## config.mk

```make
export PLATFORM = sky130hd
export DESIGN_NAME = dram_cmd_writer_flat
export DESIGN_NICKNAME = d
export VERILOG_FILES = /design/src/rtl/dram_cmd_writer_if.sv /design/src/rtl/dram_cmd_writer.sv /design/src/flat_wrapper.sv
export SDC_FILE = /design/constraint.sdc
export NUM_CORES = 1
export LEC_CHECK = 0
export CAP_MARGIN = 20
export CORE_MARGIN = 5
export CORE_UTILIZATION = 57
export CTS_CLUSTER_SIZE = 12
export DETAILED_ROUTE_END_ITERATION = 8
export GPL_TIMING_DRIVEN = 0
export MAX_ROUTING_LAYER = met4
export PLACE_DENSITY = 0.86
export SYNTH_ARGS = -nofsm -noshare
export SYNTH_HDL_FRONTEND = slang
export SYNTH_SLANG_ARGS = --single-unit
```

## constraint.sdc

```tcl
create_clock -name clk -period 4 [get_ports clk]
set_input_delay 0.8 -clock clk [delete_from_list [all_inputs] [get_ports clk]]
set_output_delay 0.8 -clock clk [all_outputs]
set_load 0.05 [all_outputs]
```

## src/rtl/dram_cmd_writer_if.sv

```systemverilog
// ----------------------------------------------------------------------------
// dram_cmd_writer_if
// Bundles the two streams around the DRAM command writer:
//   request side : req_valid/req_ready handshake carrying req_op and req_addr
//   command side : cmd_valid/cmd_ready handshake carrying one time-stamped
//                  DDR4 command record (code, bank group, bank, row/column,
//                  cycle stamp)
// Modports:
//   master : the environment around the writer (request queue + logger)
//   slave  : the writer itself
// ----------------------------------------------------------------------------
`timescale 1ns/1ps

interface dram_cmd_writer_if #(
   parameter int ADDR_W = 33
);
   logic              req_valid;
   logic              req_ready;
   logic [1:0]        req_op;
   logic [ADDR_W-1:0] req_addr;

   logic              cmd_valid;
   logic              cmd_ready;
   logic [2:0]        cmd_code;
   logic [1:0]        cmd_bg;
   logic [1:0]        cmd_ba;
   logic [14:0]       cmd_rowcol;
   logic [31:0]       cmd_cycle;

   modport master (
      output req_valid, req_op, req_addr, cmd_ready,
      input  req_ready, cmd_valid, cmd_code, cmd_bg, cmd_ba, cmd_rowcol, cmd_cycle
   );

   modport slave (
      input  req_valid, req_op, req_addr, cmd_ready,
      output req_ready, cmd_valid, cmd_code, cmd_bg, cmd_ba, cmd_rowcol, cmd_cycle
   );
endinterface

```

## src/rtl/dram_cmd_writer.sv

```systemverilog
// ----------------------------------------------------------------------------
// dram_cmd_writer
// Output end of the trace path. Takes one parsed memory request at a time and
// turns it into a closed-page DDR4 command sequence ACT -> RD/WR -> PRE. The
// spacing between commands is enforced by a single down-counting timer, and
// every command leaves as a record stamped with a free-running cycle counter.
// Ports:
//   clk    : single clock
//   rst_n  : asynchronous active-low reset
//   bus    : request stream in, command record stream out (slave modport)
//   busy   : high whenever the FSM is not in IDLE
//   err_op : one-cycle pulse after a request with op 3 has been accepted
// ----------------------------------------------------------------------------
`timescale 1ns/1ps

module dram_cmd_writer #(
   parameter int ADDR_W  = 33,
   parameter int T_RCD   = 24,
   parameter int T_RTP   = 12,
   parameter int T_CWL   = 20,
   parameter int T_BURST = 4,
   parameter int T_WR    = 20,
   parameter int T_RP    = 24
) (
   input  logic              clk,
   input  logic              rst_n,
   dram_cmd_writer_if.slave  bus,
   output logic              busy,
   output logic              err_op
);

   typedef enum logic [2:0] {
      S_IDLE,
      S_ACT,
      S_W_RCD,
      S_RW,
      S_W_PRE,
      S_PRE,
      S_W_RP
   } state_t;

   // A spacing of T cycles is T-1 wait cycles between the two command states.
   // The timer is loaded with T-2 on the issuing handshake and the wait state
   // is left on the cycle it reads zero; a spacing of 1 skips the wait state.
   localparam int          T_WR_SPACE = T_CWL + T_BURST + T_WR;
   localparam logic [15:0] RCD_LD     = 16'((T_RCD > 1) ? (T_RCD - 2) : 0);
   localparam logic [15:0] RTP_LD     = 16'((T_RTP > 1) ? (T_RTP - 2) : 0);
   localparam logic [15:0] WRS_LD     = 16'((T_WR_SPACE > 1) ? (T_WR_SPACE - 2) : 0);
   localparam logic [15:0] RP_LD      = 16'((T_RP > 1) ? (T_RP - 2) : 0);
   localparam logic        RCD_SKIP   = (T_RCD <= 1);
   localparam logic        RTP_SKIP   = (T_RTP <= 1);
   localparam logic        WRS_SKIP   = (T_WR_SPACE <= 1);
   localparam logic        RP_SKIP    = (T_RP <= 1);

   state_t      state_q;
   state_t      state_nx;
   logic [15:0] timer_q;
   logic        timer_ld;
   logic [15:0] timer_ld_val;
   logic [31:0] cycle_cnt;
   logic [31:0] cmd_cycle_q;
   logic [14:0] row_q;
   logic [10:0] col_q;
   logic [1:0]  ba_q;
   logic [1:0]  bg_q;
   logic        is_wr_q;
   logic        err_op_q;
   logic        accept;
   logic        cmd_hs;
   logic        enter_cmd;
   logic        unused_addr_lsb;

   // The low three address bits select a byte within the burst and carry no
   // command information.
   assign unused_addr_lsb = ^bus.req_addr[2:0];

   assign accept = bus.req_valid && (state_q == S_IDLE);
   assign cmd_hs = bus.cmd_valid && bus.cmd_ready;

   // Free-running cycle counter used to stamp every command record; it simply
   // wraps through zero.
   always_ff @(posedge clk or negedge rst_n) begin
      if (!rst_n) begin
         cycle_cnt <= '0;
      end else begin
         cycle_cnt <= cycle_cnt + 32'd1;
      end
   end

   // State register.
   always_ff @(posedge clk or negedge rst_n) begin
      if (!rst_n) begin
         state_q <= S_IDLE;
      end else begin
         state_q <= state_nx;
      end
   end

   // Next-state logic. Each command state waits for the logger handshake and
   // then either arms the timer for the following wait state or, when the
   // spacing is a single cycle, jumps straight to the next command.
   always_comb begin
      state_nx     = state_q;
      timer_ld     = 1'b0;
      timer_ld_val = '0;
      case (state_q)
         S_IDLE: begin
            if (accept && (bus.req_op != 2'd3)) begin
               state_nx = S_ACT;
            end
         end
         S_ACT: begin
            if (bus.cmd_ready) begin
               if (RCD_SKIP) begin
                  state_nx = S_RW;
               end else begin
                  state_nx     = S_W_RCD;
                  timer_ld     = 1'b1;
                  timer_ld_val = RCD_LD;
               end
            end
         end
         S_W_RCD: begin
            if (timer_q == '0) begin
               state_nx = S_RW;
            end
         end
         S_RW: begin
            if (bus.cmd_ready) begin
               if (is_wr_q ? WRS_SKIP : RTP_SKIP) begin
                  state_nx = S_PRE;
               end else begin
                  state_nx     = S_W_PRE;
                  timer_ld     = 1'b1;
                  timer_ld_val = is_wr_q ? WRS_LD : RTP_LD;
               end
            end
         end
         S_W_PRE: begin
            if (timer_q == '0) begin
               state_nx = S_PRE;
            end
         end
         S_PRE: begin
            if (bus.cmd_ready) begin
               if (RP_SKIP) begin
                  state_nx = S_IDLE;
               end else begin
                  state_nx     = S_W_RP;
                  timer_ld     = 1'b1;
                  timer_ld_val = RP_LD;
               end
            end
         end
         S_W_RP: begin
            if (timer_q == '0) begin
               state_nx = S_IDLE;
            end
         end
         default: begin
            state_nx = S_IDLE;
         end
      endcase
   end

   // Spacing timer. Loading only on the issuing handshake means a stalled
   // logger can delay a command but never shortens the gap behind it.
   always_ff @(posedge clk or negedge rst_n) begin
      if (!rst_n) begin
         timer_q <= '0;
      end else if (timer_ld) begin
         timer_q <= timer_ld_val;
      end else if (timer_q != '0) begin
         timer_q <= timer_q - 16'd1;
      end
   end

   // Request fields are split out of the address at accept time so the
   // command records stay stable for the whole sequence.
   always_ff @(posedge clk or negedge rst_n) begin
      if (!rst_n) begin
         row_q   <= '0;
         col_q   <= '0;
         ba_q    <= '0;
         bg_q    <= '0;
         is_wr_q <= 1'b0;
      end else if (accept) begin
         row_q   <= bus.req_addr[ADDR_W-1 -: 15];
         col_q   <= {bus.req_addr[17:10], bus.req_addr[5:3]};
         ba_q    <= bus.req_addr[9:8];
         bg_q    <= bus.req_addr[7:6];
         is_wr_q <= (bus.req_op == 2'd1);
      end
   end

   // The cycle stamp is captured on the edge that first presents a record;
   // the counter takes cycle_cnt+1 on that same edge, so the stamp equals the
   // counter value during the first cycle the record is visible.
   assign enter_cmd = (state_nx != state_q) &&
                      ((state_nx == S_ACT) || (state_nx == S_RW) || (state_nx == S_PRE));

   always_ff @(posedge clk or negedge rst_n) begin
      if (!rst_n) begin
         cmd_cycle_q <= '0;
      end else if (enter_cmd) begin
         cmd_cycle_q <= cycle_cnt + 32'd1;
      end
   end

   // Invalid ops are swallowed in IDLE and only flagged by a single pulse.
   always_ff @(posedge clk or negedge rst_n) begin
      if (!rst_n) begin
         err_op_q <= 1'b0;
      end else begin
         err_op_q <= accept && (bus.req_op == 2'd3);
      end
   end

   // Record fields are driven from the latched request and zeroed whenever no
   // record is on offer, so the stream is quiet outside command states.
   always_comb begin
      bus.cmd_code   = 3'd0;
      bus.cmd_rowcol = '0;
      case (state_q)
         S_ACT: begin
            bus.cmd_code   = 3'd1;
            bus.cmd_rowcol = row_q;
         end
         S_RW: begin
            bus.cmd_code   = is_wr_q ? 3'd3 : 3'd2;
            bus.cmd_rowcol = {4'b0000, col_q};
         end
         S_PRE: begin
            bus.cmd_code   = 3'd4;
         end
         default: begin
            bus.cmd_code   = 3'd0;
         end
      endcase
   end

   assign bus.cmd_valid = (state_q == S_ACT) || (state_q == S_RW) || (state_q == S_PRE);
   assign bus.cmd_bg    = bus.cmd_valid ? bg_q : 2'd0;
   assign bus.cmd_ba    = bus.cmd_valid ? ba_q : 2'd0;
   assign bus.cmd_cycle = bus.cmd_valid ? cmd_cycle_q : 32'd0;
   assign bus.req_ready = (state_q == S_IDLE);
   assign busy          = (state_q != S_IDLE);
   assign err_op        = err_op_q;

   // The in-flight cmd_hs term is kept for readability of the handshake
   // definition; it mirrors the per-state cmd_ready checks above.
   logic unused_cmd_hs;
   assign unused_cmd_hs = cmd_hs;

endmodule
```

## src/flat_wrapper.sv

```systemverilog
// flat-port wrapper written by rule: the top's interface ports become plain ports
module dram_cmd_writer_flat 
#(
   parameter int ADDR_W  = 33,
   parameter int T_RCD   = 24,
   parameter int T_RTP   = 12,
   parameter int T_CWL   = 20,
   parameter int T_BURST = 4,
   parameter int T_WR    = 20,
   parameter int T_RP    = 24
)
  (clk, rst_n, busy, err_op, bus_req_valid, bus_req_op, bus_req_addr, bus_cmd_ready, bus_req_ready, bus_cmd_valid, bus_cmd_code, bus_cmd_bg, bus_cmd_ba, bus_cmd_rowcol, bus_cmd_cycle);
  dram_cmd_writer_if #(.ADDR_W(ADDR_W)) bus_i ();
  input  logic clk;
  input  logic rst_n;
  output logic busy;
  output logic err_op;
  input wire logic [$bits(bus_i.req_valid)-1:0] bus_req_valid;
  input wire logic [$bits(bus_i.req_op)-1:0] bus_req_op;
  input wire logic [$bits(bus_i.req_addr)-1:0] bus_req_addr;
  input wire logic [$bits(bus_i.cmd_ready)-1:0] bus_cmd_ready;
  output wire logic [$bits(bus_i.req_ready)-1:0] bus_req_ready;
  output wire logic [$bits(bus_i.cmd_valid)-1:0] bus_cmd_valid;
  output wire logic [$bits(bus_i.cmd_code)-1:0] bus_cmd_code;
  output wire logic [$bits(bus_i.cmd_bg)-1:0] bus_cmd_bg;
  output wire logic [$bits(bus_i.cmd_ba)-1:0] bus_cmd_ba;
  output wire logic [$bits(bus_i.cmd_rowcol)-1:0] bus_cmd_rowcol;
  output wire logic [$bits(bus_i.cmd_cycle)-1:0] bus_cmd_cycle;
  assign bus_i.req_valid = bus_req_valid;
  assign bus_i.req_op = bus_req_op;
  assign bus_i.req_addr = bus_req_addr;
  assign bus_i.cmd_ready = bus_cmd_ready;
  assign bus_req_ready = bus_i.req_ready;
  assign bus_cmd_valid = bus_i.cmd_valid;
  assign bus_cmd_code = bus_i.cmd_code;
  assign bus_cmd_bg = bus_i.cmd_bg;
  assign bus_cmd_ba = bus_i.cmd_ba;
  assign bus_cmd_rowcol = bus_i.cmd_rowcol;
  assign bus_cmd_cycle = bus_i.cmd_cycle;
  dram_cmd_writer #(.ADDR_W(ADDR_W), .T_RCD(T_RCD), .T_RTP(T_RTP), .T_CWL(T_CWL), .T_BURST(T_BURST), .T_WR(T_WR), .T_RP(T_RP)) u_core (.clk(clk), .rst_n(rst_n), .bus(bus_i), .busy(busy), .err_op(err_op));
endmodule
```

* Word-level counts from Yosys, hierarchy flattened *
Cells that the tools add are included.
Widths: inputs -> output; s select.

cells by class
  $add $sub $neg = 2
  $mul = 0
  div/mod/pow operators = 0
  magnitude comparators = 0
  equal/unequal tests = 13
  shift-type cells = 0
  muxes and demuxes = 22
  bitwise gates (word level) = 0
  reduce and logical (&&, ||, !) cells = 15

operator list
  kind                   count
  $mux 16                3
  $add 32x1->32 const B  1
  $mux 32                1
  $pmux 16 s2            1
  $pmux 15 s2            1
  $mux 3                 7
  $pmux 3 s7             1
  $logic_not 16->1       1
  $reduce_bool 16->1     1
  $sub 16x1->16 const B  1
  $eq 3x3->1 const B     4
  $eq 3x2->1 const B     3
  $pmux 3 s3             1
  $eq 3x1->1 const B     2
  $mux 6                 1
  $mux 5                 1
  $logic_and 1x1->1      4
  $logic_or 1x1->1       4
  $mux 2                 2
  $logic_not 3->1        1
  $mux 1                 3
  $ne 3x3->1             1
  $reduce_bool 3->1      1
  $reduce_or 3->1        1
  other kinds (5)        5

word-level totals
  flip-flop bits (word level) = 115
  bits in latches = 0
  bits in writable memories = 0
  memory bits (read-only) = 0
  input port bits = 39
  output and inout bits = 58
  word-level logic and storage cells = 62
  memories kept = 0

* Logic depth before layout (Yosys ltp) *
Gate-level depths: netlist of run 1.

  depth after elaboration = 9
  depth in mapped cells = 8
  gate-level depth less buffers = 7

* Least setup slack after synthesis of run 1 *
No wires, ideal clock.

  kind = register to output
  from = reg u_core.state_q[1]
  to = out busy
  arrival time = 2351 ps
  data required time = 3200 ps
  setup slack = 849 ps
  cell stages (with the launch flop) = 4
  path buffers = 1
  cell sequence = dfrtp_1 > clkbuf_1 > nor3_1 > inv_1

between the ends
  cells in the longest elaborated chain, start to end = 1

ends and longest elaborated chain
  what                      RTL line                source
  start: declaration        dram_cmd_writer.sv:55   state_t state_q;
  start signal: assignment  dram_cmd_writer.sv:95   state_q <= state_nx;
  $reduce_bool 3->1         dram_cmd_writer.sv:247  assign busy = (state_q != S_IDLE);
  end: declaration          flat_wrapper.sv:16      output logic busy;

Every way passes these cells.

* Final worst setup path of run 1 *
  from = reg u_core.state_q[0]
  to = out bus_cmd_rowcol[7]

between the ends
  cells in the longest elaborated chain, start to end = 2
  elaborated cells on any way between the ends = 3
  those cells by class = 2 x eq/ne; 1 x mux

ends and longest elaborated chain
  what                                             RTL line                source
  $eq 3x2->1 / $eq 3x1->1 (equally long branches)  dram_cmd_writer.sv:224  case (state_q)
  $pmux 15 s2 *                                    dram_cmd_writer.sv:224
  end: declaration                                 flat_wrapper.sv:27      output wire logic [$bits(bus_i.cmd_rowcol)-1:0] bus_cmd_rowcol;

Mark *: on every way between the ends. The rest lies on a longest branch, timed or not.

==> flow_metrics.tcl, run 1 <==
set metrics [dict create \
    worst_pin_slew_ns 0.716 \
    critPathMaxStageDelay_ns 0.83 \
    root_buffer "clkbuf_8" \
    finalCoreUtilization_pct 77.4 \
    syn_avg_cell_area_sq_um 12.0 \
    synth_largest_area_cell "dfrtp_1" \
    cp_cell_sequence "clkbuf_1, nand2b_1, nor2_1, clkbuf_2, a22o_1, clkdlybuf4s50_1" \
    post_drt_via_cell_ratio 5.76 \
    fp.dieH_microns 107 \
    rsz0062_at_grt "false" \
    synth_area_leaders "dfrtp_1 54%, mux2_2 12%, and3_1 4.8%" \
    drtAntennaViolNets 0 \
    cellPowerDensity_nw_per_um2 729 \
    nNetsFinal 598 \
    combinationalPowerShare_pct 36.0 \
    fmax_mhz 267 \
    route.detailed.drc 0 \
    reg2reg_from "u_core.timer_q[0]$_DFFE_PN0P_" \
    netlist_instances 445 \
    ir_worst_vdd_mv 0.511 \
    htree_levels 4 \
    routed_wl_microns 13200 \
    clock_skew_ns 0.00846 \
    hold_violations 0 \
    run_status "finished clean" \
    post-route-period-util_pct 93.5 \
    clk_latency_ns 0.52 \
    grt_overflow_total 0 \
    synth_flop_cell "dfrtp_1" \
    synth_seq_cells 115 \
    worstPathRequired_ns 3.20 \
    reg2reg_setup_slack_ns 1.79 \
    critPathKind "reg2out" \
    path_clk_slew_ns 0.06 \
    place_area_sq_um 6450 \
    io_buffers 93 \
    async_flop_share_pct 100 \
    cp-start-kind "flop" \
    fin_crit_ns 3.74 \
    syn_to_final_growth_pct 33.0 \
    hpwl_microns 8480 \
    synth_edf_count 0 \
    final_max_slew_viol_count 0 \
    swShare_pct 36.0 \
    ioPinCount 97 \
    drt_iter0_drc 161 \
    postLayoutCellArea_sq_um 7120 \
    leakage_uw 0.00345 \
    cp-end-kind "output port" \
    synth_area_sq_um 5350 \
    synth_fp_nets 486 \
    first_pass_iters 5 \
    grt_max_degree 76 \
    power_frac_seq_pct 31.5 \
    worst-r2r-cell-count 8 \
    clockBufferDepth 2 \
    critPathSlowestCell "clkdlybuf4s50_1" \
    drive_above_1_share_pct 19.8 \
    clock-sinks 115 \
    vias 3921 \
    dieArea_sq_um 11400 \
    cts-buffers-inserted 17 \
    max-cap-violations 0 \
    synth_warnings 0 \
    core_sq_um 9200 \
    grt_pass1_vias 4310 \
    worst-path-max-fanout 10 \
    clkPwrFrac_pct 32.5 \
    intPower_uw 3320 \
    start_util_pct 58.2 \
    die_w_microns 107 \
    num_rows 35 \
    worstHoldPathType "in2async" \
    grt_pass1_wl_microns 21300 \
    cts_setup_buffers 0 \
    tritoncts "built" \
    ys_seq_area_share_pct 53.8 \
    wl_per_cell_microns 19.3 \
    synth_top_area_share_pct 53.8 \
    antenna_found_initial 0 \
    p_switching_uw 1870 \
    setup_violations 0 \
    grtUsageTotal_pct 24.7 \
    cp.arrival_ns 2.94 \
    maxSlewHeadroom_pct 51.8 \
    gp_congestion 0.885 \
    diodes 0 \
    netlist-cell-type-count 45 \
    r2r_end "u_core.cmd_cycle_q[21]$_DFFE_PN0P_" \
]
## synthesized netlist by cell type, types with 2 or more instances
cell	count
nor4_4	4
dfrtp_1	115
nor2_1	24
a22o_1	11
and3_1	41
clkbuf_1	14
mux2_1	5
inv_1	12
nor2b_1	2
nor3_1	15
buf_12	3
nand3_1	13
nand2_1	24
nor4_1	2
xor2_1	16
and2_1	6
nand3b_1	3
ha_1	2
or2_2	2
mux2_2	57
o21ai_0	4
nand4b_1	2
xnor2_1	25
nor4_2	2
nand4_1	9
buf_2	4
a21o_1	2
a21oi_1	8
nand2b_1	2
## critical path: cells and delay by family, from the launching register on
kind / cells / cell delay, ns
AOI/OAI and AO/OA: 1 / 0.18
DFF: 1 / 0.32
and+or+nand+nor: 2 / 0.37
buffers and inverters: 3 / 1.54
## kinds of logic (layout without fill, tap and decap cells)
logic type      count (synthesis)  after routing  share of synthesized area [%]
mux                            63             63                           13.2
simple gates                  160            160                           18.2
flops                         115            115                           53.8
xor+xnor                       41             41                           6.71
fa+ha+maj                       2              2                          0.468
compound gates                 31             31                           4.26
buf+inv                        33            158                           3.32
## timing repair
item                                    in CTS  in global routing
hold buffers                                 0                  0
endpoints found under the setup margin      10                 32
gates resized for setup                      2                 11
gates cloned                                 0                  0
## flip-flops by register name (all words and copies together) (netlist names)
name                count
u_core.err_op           1
u_core.col_q           11
u_core.ba_q             2
u_core.state_q          3
u_core.is_wr_q          1
u_core.cmd_cycle_q     32
u_core.bg_q             2
u_core.timer_q         16
u_core.row_q           15
u_core.cycle_cnt       32
## how the worst max path moves through the flow
stage	from	end	slack [ns]	cells past startpoint
2_1_floorplan	u_core.state_q[1]$_DFF_PN0_	busy	0.85	3
3_3_place_gp	rst_n	u_core.cmd_cycle_q[8]$_DFFE_PN0P_	-2.12	1
3_5_place_dp	u_core.state_q[2]$_DFF_PN0_	bus_cmd_rowcol[5]	0.49	6
4_1_cts	u_core.state_q[2]$_DFF_PN0_	bus_cmd_rowcol[5]	0.02	6
5_1_grt	u_core.state_q[2]$_DFF_PN0_	bus_cmd_cycle[30]	0.08	5
6_report	u_core.state_q[0]$_DFF_PN0_	bus_cmd_rowcol[7]	0.26	6
## per-layer routing
metal	GRT usage, %	up-vias	share of wire, %
met4	10.2	0	2.8
met2	41.7	112	53
met1	28.4	1977	40
met5	-	-	0
li1	-	1797	-
met3	6.14	35	4.9
## power by group through the flow
stage               Sequential (uW)  Clock (uW)  Combinational (uW)
floorplan                      1580           0                1330
global placement               1610           0                1800
detailed placement             1630           0                1840
CTS                            1620        1700                1880
global route                   1660        1740                1990
finish                         1630        1690                1870
## layout make-up
class                   instances  area, sq um
flip-flops and latches        115         2880
multi-input cells             297         2300
fillers                       556         2080
repair buffers                 94          977
clock buffers                  19          422
clock inverters                13          231
well taps                     111          139
plain buffers                  20          131
inverters                      12         45.0
## layout by cell type, fill, tap and decap left out, types with 9 or more instances in the layout
cell	Yosys	routed
and3_1	41	41
nand2_1	24	24
dfrtp_1	115	115
xnor2_1	25	25
clkbuf_1	14	13
clkdlybuf4s50_1	0	82
clkbuf_16	0	16
inv_1	12	12
nand4_1	9	9
xor2_1	16	16
mux2_2	57	57
nor2_1	24	24
a22o_1	11	11
nor3_1	15	15
nand3_1	13	13
dlymetal6s2s_1	0	9
## metrics by stage
step / instances / setup WS, ns / total power [uW] / TNS, ns / hold WS (ns)
2_1_floorplan: 445 / 0.849 / 2910 / 0 / 0.439
3_3_place_gp: 649 / -2.12 / 3410 / -242.41 / 0.457
3_5_place_dp: 650 / 0.485 / 3470 / 0 / 0.474
4_1_cts: 682 / 0.0192 / 5200 / 0 / 0.279
5_1_grt: 681 / 0.0790 / 5390 / 0 / 0.304
6_report: 681 / 0.261 / 5190 / 0 / 0.269
Power figures use the tool's default switching activity.
==> run 2: changes to the inputs <==
--- a/config.mk
+++ b/config.mk
@@ -11,8 +11,8 @@
 export CTS_CLUSTER_SIZE = 12
 export DETAILED_ROUTE_END_ITERATION = 8
 export GPL_TIMING_DRIVEN = 0
-export MAX_ROUTING_LAYER = met4
 export PLACE_DENSITY = 0.86
+export SLEW_MARGIN = 20
 export SYNTH_ARGS = -nofsm -noshare
 export SYNTH_HDL_FRONTEND = slang
 export SYNTH_SLANG_ARGS = --single-unit
==> run 2 against run 1 <==
Effect of this change:
- first-iteration DRC count up 9.9%
- die area unchanged
- hold slack worse by 0.093 ns
- total power down 5.7%
- maximum frequency down 0.61%
- routed wire length down 4.0%
- sequential power about the same
- critical path depth unchanged
- final area down 1.5%
- critical path type unchanged
- critical endpoint is now bus_cmd_rowcol[4]
- largest cell class unchanged
- highest routed layer unchanged
==> flow_metrics.tcl, run 2 (synthesis results as in run 1) <==
set metrics [dict create \
    cp-end-kind "output port" \
    grt_pass1_wl_microns 20900 \
    final_common_cell "dfrtp_1" \
    p_switching_uw 1820 \
    grt_pass1_vias 4191 \
    critPathSlowestCell "clkdlybuf4s50_1" \
    cp.arrival_ns 2.96 \
    post_drt_via_cell_ratio 5.74 \
    drtAntennaViolNets 0 \
    postLayoutCellArea_sq_um 7010 \
    grtUsageTotal_pct 23.6 \
    power_frac_seq_pct 33.2 \
    mostFrequentLayoutCells "115 x dfrtp_1, 82 x clkdlybuf4s50_1, 57 x mux2_2" \
    clkPwrFrac_pct 29.0 \
    routed_wl_microns 12600 \
    fin_crit_ns 3.76 \
    finalCoreUtilization_pct 76.3 \
    rsz0062_at_grt "false" \
    first_pass_iters 4 \
    gp_congestion 0.871 \
    cp_cell_sequence "clkbuf_1, nand2b_1, nor2_1, clkbuf_2, a22o_1, clkdlybuf4s50_1" \
    intPower_uw 3070 \
    syn_to_final_growth_pct 31.0 \
    hold_violations 0 \
    tns_ns 0 \
    ioPinCount 97 \
    clk_latency_ns 0.51 \
    ir_worst_vdd_mv 0.548 \
    drt_iter0_drc 177 \
    worst-path-max-fanout 10 \
    drive_above_1_share_pct 19.9 \
    critPathMaxStageDelay_ns 0.82 \
    worstHoldPathType "in2async" \
    p_total_uw 4890 \
    cellPowerDensity_nw_per_um2 698 \
    fp.dieH_microns 107 \
    run_status "finished clean" \
    clock-sinks 115 \
    hpwl_microns 8480 \
    path_clk_slew_ns 0.06 \
    clockBufferDepth 2 \
    top_regs "u_core.cmd_cycle_q: 32 flops, u_core.cycle_cnt: 32 flops, u_core.timer_q: 16 flops" \
    worst_pin_slew_ns 0.580 \
    maxSlewHeadroom_pct 61.2 \
    die_w_microns 107 \
    nNetsFinal 598 \
    cts-buffers-inserted 17 \
    tritoncts "built" \
    io_buffers 93 \
    final_max_slew_viol_count 0 \
    n_fill_cell 559 \
    max-cap-violations 0 \
    diodes 0 \
    leakage_uw 0.00337 \
    htree_levels 4 \
    cts_setup_buffers 0 \
    reg2reg_setup_slack_ns 1.78 \
    wl_per_cell_microns 18.6 \
    reg2reg_from "u_core.timer_q[0]$_DFFE_PN0P_" \
    fmax_mhz 266 \
    worst-r2r-cell-count 8 \
    post-route-period-util_pct 94.1 \
    swShare_pct 37.2 \
    grt_overflow_total 0 \
    critical_path.n_buffers_inverters 3 \
    setup_violations 0 \
    combinationalPowerShare_pct 37.8 \
    start_util_pct 58.2 \
    antenna_found_initial 0 \
    dieArea_sq_um 11400 \
    core_sq_um 9200 \
    worstPathRequired_ns 3.20 \
    cp_top_family "buffers and inverters" \
    cp-start-kind "flop" \
    place_area_sq_um 6450 \
    num_rows 35 \
    clock_skew_ns 0.00615 \
    grt_max_degree 85 \
    root_buffer "clkbuf_8" \
    critPathKind "reg2out" \
    r2r_end "u_core.cmd_cycle_q[15]$_DFFE_PN0P_" \
    route.detailed.drc 0 \
    vias 3895 \
]
-- run 2: cell types whose count changed in the layout (fill, tap and decap cells not counted), moves of 2 or more --
cell and change:
dlymetal6s2s_1 -3, dlygate4sd2_1 +3, bufinv_16 -4, clkbuf_1 -2, clkbuf_8 +2, clkinv_4 -2
clkinv_2 +4
-- run 2: worst max-delay path by stage --
stage | start | end | slack, ns | depth (start not counted)
floorplan | u_core.state_q[1]$_DFF_PN0_ | busy | 0.85 | 3
global placement | rst_n | u_core.cmd_cycle_q[8]$_DFFE_PN0P_ | -2.12 | 1
detailed placement | u_core.state_q[2]$_DFF_PN0_ | bus_cmd_rowcol[3] | 0.46 | 6
CTS | u_core.state_q[0]$_DFF_PN0_ | bus_cmd_rowcol[4] | 0.03 | 6
global route | u_core.state_q[2]$_DFF_PN0_ | bus_cmd_cycle[11] | 0.13 | 5
finish | u_core.state_q[0]$_DFF_PN0_ | bus_cmd_rowcol[4] | 0.24 | 6
-- run 2: layout make-up --
type | instances | area (sq um) | area share [%]
inverter | 12 | 45.0 | 0.642
clock buffer | 19 | 442 | 6.30
timing repair buffer | 94 | 970 | 13.8
buffer | 20 | 131 | 1.87
sequential | 115 | 2880 | 41.0
multi-input combinational | 297 | 2300 | 32.7
clock inverter | 11 | 113 | 1.61
tap | 111 | 139 | 1.98
-- run 2: through the flow --
step / cells / worst slack (ns) / hold WS (ns)
finish: 679 / 0.238 / 0.176
global route: 679 / 0.134 / 0.171
CTS: 680 / 0.0281 / 0.166
detailed placement: 650 / 0.459 / 0.474
global placement: 649 / -2.12 / 0.457
floorplan: 445 / 0.849 / 0.439
-- run 2: worst reg2reg max path, delay by kind of cell (launching register included) --
family                   cells  cell delay (ns)
flip-flops                   1             0.41
buffers and inverters        2             0.26
adder cells (fa/ha/maj)      1             0.20
AO/OA/AOI/OAI                2             0.46
AND/OR/NAND/NOR              2             0.43
multiplexers                 1             0.35
-- run 2: what timing repair did --
item | in CTS | in global routing
cloned | 0 | 0
endpoints found under the setup margin | 10 | 24
hold buffers | 0 | 0
hold endpoints to repair | 0 | 0
gates resized for setup | 5 | 8
-- run 2: metal layers --
metal | global-route usage, % | share of wire [%] | vias up
met1 | 28.3 | 41 | 1967
met3 | 7.53 | 5.7 | 21
met5 | 0 | 0 | -
met4 | 8.31 | 1.8 | 0
li1 | - | - | 1790
met2 | 39.9 | 52 | 117
-- run 2: power by group through the flow --
stage	sequential [uW]	combinational, uW	clock (uW)
floorplan	1580	1330	0
global placement	1610	1800	0
detailed placement	1630	1850	0
CTS	1620	1860	1430
global route	1650	1980	1490
finish	1620	1850	1420
